### config.mk
export PLATFORM = sky130hd
export DESIGN_NAME = spi_receiver
export DESIGN_NICKNAME = d
export VERILOG_FILES = /design/src/rtl/spi_receiver.sv
export SDC_FILE = /design/constraint.sdc
export NUM_CORES = 1
export LEC_CHECK = 0
export ABC_CLOCK_PERIOD_IN_PS = 3700
export CAP_MARGIN = 20
export CORE_MARGIN = 5
export CORE_UTILIZATION = 63
export CTS_CLUSTER_DIAMETER = 40
export CTS_CLUSTER_SIZE = 12
export DETAILED_ROUTE_END_ITERATION = 7
export GPL_ROUTABILITY_DRIVEN = 0
export PLACE_DENSITY = 0.81
export SETUP_SLACK_MARGIN = 0.02
export SYNTH_ARGS = -nofsm -noshare
export SYNTH_HDL_FRONTEND = slang
export SYNTH_SLANG_ARGS = --single-unit
### constraint.sdc
create_clock -name clk_i -period 3.7 [get_ports clk_i]
set_input_delay 0.555 -clock clk_i [delete_from_list [all_inputs] [get_ports clk_i]]
set_output_delay 0.555 -clock clk_i [all_outputs]
set_load 0.05 [all_outputs]
### src/rtl/spi_receiver.sv
// SPI receiver smoke block: an internal generator repeatedly sends FRAME_BYTE over SCLK/MOSI/CS_N,
// and the receiver decodes each byte into a command that sets, clears or holds a status flag.
module spi_receiver #(
  parameter int unsigned CLK_DIV    = 2,
  parameter int unsigned IDLE_GAP   = 4,
  parameter logic [7:0]  FRAME_BYTE = 8'h41
) (
  input  logic clk_i,
  input  logic rst_i,
  output logic output__
);

  localparam int unsigned GapW = (IDLE_GAP > 1) ? $clog2(IDLE_GAP) : 1;
  localparam int unsigned SubW = $clog2(2 * CLK_DIV);

  typedef enum logic {GenGap, GenFrame} gen_e;
  typedef enum logic [1:0] {RxIdle, RxReceiving, RxDone} rx_e;
  typedef enum logic [1:0] {CmdNop, CmdSet, CmdClear, CmdInvalid} cmd_e;

  gen_e            gen_q, gen_d;
  logic [GapW-1:0] gap_cnt_q, gap_cnt_d;
  logic [2:0]      bit_idx_q, bit_idx_d;
  logic [SubW-1:0] sub_cnt_q, sub_cnt_d;

  logic sclk, mosi, cs_n;
  logic sclk_prev_q;
  logic sclk_rise;

  rx_e        rx_q, rx_d;
  logic [2:0] count_q, count_d;
  logic [7:0] shift_q, shift_d;

  cmd_e       cmd_tag;
  logic [5:0] cmd_val;
  logic       flag_q, flag_d;

  // Generator
  always_comb begin
    gen_d     = gen_q;
    gap_cnt_d = gap_cnt_q;
    bit_idx_d = bit_idx_q;
    sub_cnt_d = sub_cnt_q;
    unique case (gen_q)
      GenGap: begin
        if (gap_cnt_q == GapW'(IDLE_GAP - 1)) begin
          gen_d     = GenFrame;
          gap_cnt_d = '0;
          bit_idx_d = '0;
          sub_cnt_d = '0;
        end else begin
          gap_cnt_d = gap_cnt_q + GapW'(1);
        end
      end
      GenFrame: begin
        if (sub_cnt_q == SubW'(2 * CLK_DIV - 1)) begin
          sub_cnt_d = '0;
          if (bit_idx_q == 3'd7) begin
            gen_d     = GenGap;
            gap_cnt_d = '0;
          end else begin
            bit_idx_d = bit_idx_q + 3'd1;
          end
        end else begin
          sub_cnt_d = sub_cnt_q + SubW'(1);
        end
      end
      default: gen_d = GenGap;
    endcase
  end

  assign cs_n      = (gen_q != GenFrame);
  assign sclk      = (gen_q == GenFrame) && (sub_cnt_q >= SubW'(CLK_DIV));
  assign mosi      = (gen_q == GenFrame) ? FRAME_BYTE[3'd7 - bit_idx_q] : 1'b0;
  assign sclk_rise = sclk & ~sclk_prev_q;

  // Receiver; in RxDone the shift register holds the completed byte
  always_comb begin
    rx_d    = rx_q;
    count_d = count_q;
    shift_d = shift_q;
    unique case (rx_q)
      RxIdle: begin
        if (!cs_n && sclk_rise) begin
          rx_d    = RxReceiving;
          count_d = 3'd1;
          shift_d = {7'b0, mosi};
        end
      end
      RxReceiving: begin
        if (cs_n) begin
          rx_d = RxIdle;
        end else if (sclk_rise) begin
          shift_d = {shift_q[6:0], mosi};
          if (count_q == 3'd7) begin
            rx_d = RxDone;
          end else begin
            count_d = count_q + 3'd1;
          end
        end
      end
      RxDone:  rx_d = RxIdle;
      default: rx_d = RxIdle;
    endcase
  end

  always_comb begin
    cmd_tag = CmdNop;
    cmd_val = '0;
    unique case (shift_q[7:6])
      2'b00: cmd_tag = CmdNop;
      2'b01: begin
        cmd_tag = CmdSet;
        cmd_val = shift_q[5:0];
      end
      2'b10: cmd_tag = CmdClear;
      2'b11: cmd_tag = CmdInvalid;
      default: cmd_tag = CmdNop;
    endcase
  end

  always_comb begin
    flag_d = flag_q;
    if (rx_q == RxDone) begin
      unique case (cmd_tag)
        CmdSet:   flag_d = (cmd_val != 6'd0);
        CmdClear: flag_d = 1'b0;
        default:  flag_d = flag_q;
      endcase
    end
  end

  always_ff @(posedge clk_i) begin
    if (rst_i) begin
      gen_q       <= GenGap;
      gap_cnt_q   <= '0;
      bit_idx_q   <= '0;
      sub_cnt_q   <= '0;
      sclk_prev_q <= 1'b0;
      rx_q        <= RxIdle;
      count_q     <= '0;
      shift_q     <= '0;
      flag_q      <= 1'b0;
    end else begin
      gen_q       <= gen_d;
      gap_cnt_q   <= gap_cnt_d;
      bit_idx_q   <= bit_idx_d;
      sub_cnt_q   <= sub_cnt_d;
      sclk_prev_q <= sclk;
      rx_q        <= rx_d;
      count_q     <= count_d;
      shift_q     <= shift_d;
      flag_q      <= flag_d;
    end
  end

  assign output__ = flag_q;

endmodule

==> impl_metrics.yaml <==
run_status:
  outcome: "complete, no violations"
detailed_routing:
  top_layer: "met4"
  route.met3.wl_um: 37
  dr_wl_met2_um: 797
  first_pass_iters: 4
  vias_per_cell: 6.01
  finalWirelength_mm: 1.81
  drc: 0
  wl_per_cell_um: 12.8
  drt-initial-drc-count: 13
  vias: 848
  ant_nets: 0
  wl_met1_um: 937
pwr:
  p_sw_frac: 0.236
  switchingPower_mw: 0.0961
  cellPowerDensity_nw_per_um2: 365
  p_comb_frac: 0.072
  p_int_mw: 0.312
  clockPowerShare: 0.276
  total_power_mw: 0.408
  leakage_nw: 0.395
  p_seq_frac: 0.652
  max-vdd-ir-drop_uv: 328
synth:
  yosysWarnings: 0
  syn_inst: 125
  avgSynthCellArea_sq_um: 8.68
  synth_area_leader_cell: "dfxtp_1"
  synthMostInstantiatedCell: "dfxtp_1"
  synthesis.nets: 136
  netlist_top_cells_area: "dfxtp_1, ha_1, a21oi_1"
  synth_edf_count: 0
  ys_seq_elements: 23
  async_flop_share: 0
  synth_seq_area_share: 0.424
  synth_commonest_cells: "dfxtp_1, nand2_1, a21oi_1"
  synth_area_sq_um: 1080
  yosys.area.top_type_share: 0.424
  ys.flop_type: "dfxtp_1"
  ys_types: 28
clock_tree:
  cts_root_buf: "clkbuf_4"
  clock_latency_ns: 0.30
  hold_buffers: 0
  cts.clk_slew.worst_paths_ns: 0.12
  cts-htree-levels: 1
  clock_sinks: 23
  post_cts_resized: 0
  post-cts-setup-buffers: 0
  clock_path_buffers: 2
  cts_tree: "done"
  cts_buffers: 3
placed_design:
  dp_hpwl_mm: 1.28
  numPortBuffers: 2
  dpl.cell_count: 137
setup_path:
  r2r_start: "gen_q"
  start_kind: "register"
  reg2reg_depth: 3
  cp_max_fo: 2
  worstPathCellList: "clkdlybuf4s50_1"
  cp_top_family: "buffers and inverters"
  slowest_delay_ns: 0.80
  required_ns: 3.14
  slowest_stage: "clkdlybuf4s50_1"
  worst-path-buf-inv: 1
  critPathCaptureType: "output pin"
  rrSetupSlack_ns: 2.05
  critical_path_class: "reg2out"
  rr_endpoint: "count_q[0]"
  cp.arrival_ns: 1.46
floorplan:
  die-area_sq_um: 2650
  ios: 3
  rows: 15
  dieWidth_um: 51.5
  core_area_sq_um: 1690
  initial_utilization: 0.642
  die_height_um: 51.5
cells_and_area:
  fin_cells: 141
  finalNetCount: 136
  fillers: 151
  syn2layout_area_growth_pct: 3.00
  antenna_cells: 0
  drive_gt1_frac: 0.0403
hold_path:
  whs_endpoint: "shift_q[2]"
  hold_path_class: "reg2reg"
  whs_path_depth: 2
  min_from: "shift_q[2]"
timing:
  clock.fmax_mhz: 497
  tns_ns: 0
  period_needed_ns: 2.01
  hold_violations: 0
  fin_crit_sh: 0.544
  relSlewSlack: 0.498
  setup_viol: 0
  fin_skew_ns: 0.00245
  drv_slew: 0
  grt_setup_unrepaired: "no"
  worst_slew_pin_slew_ns: 0.750
grt:
  grt_pass1_wl_mm: 3.17
  antenna_found_initial: 0
  globalRoute.totalOverflow: 0
  grt_pass1_vias: 751
  grt_max_degree: 23
  grtUsageTotal: 0.159
job:
  max_cap_violations: 0
## how the worst max path moves through the flow
stage,startpoint,to,slack [ns],cells past startpoint
floorplan,bit_idx_q[0],bit_idx_q[0],2.30,5
global placement,rst_i,rx_q[0],1.66,3
detailed placement,rst_i,rx_q[0],1.63,3
CTS,output__,output__,1.66,1
global route,output__,output__,1.63,1
finish,output__,output__,1.69,1
## sequential cells by signal, summed over array words and instances (netlist names)
| signal | cells |
|---|---|
| bit_idx_q | 3 |
| count_q | 3 |
| gap_cnt_q | 2 |
| gen_q | 1 |
| output__ | 1 |
| rx_q | 2 |
| sclk_prev_q | 1 |
| shift_q | 8 |
| sub_cnt_q | 2 |
## routing by layer
metal	GRT usage	vias to the layer above
li1	-	443
met1	0.200	394
met2	0.256	7
met3	0.0258	4
met4	0.0917	0
met5	0	-
## power groups by stage
stage | registers, mW | logic [mW] | clock network [mW]
2_1_floorplan | 0.267 | 0.0275 | 0
3_3_place_gp | 0.270 | 0.0280 | 0
3_5_place_dp | 0.271 | 0.0297 | 0
4_1_cts | 0.266 | 0.0298 | 0.117
5_1_grt | 0.268 | 0.0354 | 0.124
6_report | 0.266 | 0.0295 | 0.113
## metrics by stage
step	utilization	cell area (sq um)	hold WS, ns	setup WS [ns]
floorplan	-	1080	0.440	2.30
global placement	0.646	1090	0.454	1.66
detailed placement	0.646	1090	0.462	1.63
CTS	0.661	1120	0.478	1.66
global route	0.661	1120	0.500	1.63
finish	0.661	1120	0.478	1.69
## cells in the final DEF, fill, tap and decap left out, types with 2 or more instances in the layout
master           instances
nor2b_1                  2
a31oi_1                  4
nand4b_1                 3
nand2_1                 15
nand2b_1                 3
dfxtp_1                 23
nor4_1                   2
clkdlybuf4s50_1          2
ha_1                     9
nor2_1                   8
nor3_1                   3
clkbuf_4                 3
inv_1                    5
nand3_1                 12
nor3b_1                  5
a21oi_1                 13
## kinds of logic after synthesis
family | synth area share
AO/OA/AOI/OAI | 0.0992
adder cells (fa/ha/maj) | 0.104
buffers and inverters | 0.0496
flip-flops | 0.424
multiplexers | 0.0104
AND/OR/NAND/NOR | 0.313
## area by class of cell
cell class              instances  area (sq um)  area share
well taps                      17          21.3      0.0190
multi-input cells              90           571       0.511
clock buffers                   4          26.3      0.0235
repair buffers                  2          20.0      0.0179
inverters                       5          18.8      0.0168
flip-flops and latches         23           460       0.412
Power figures use the tool's default switching activity.
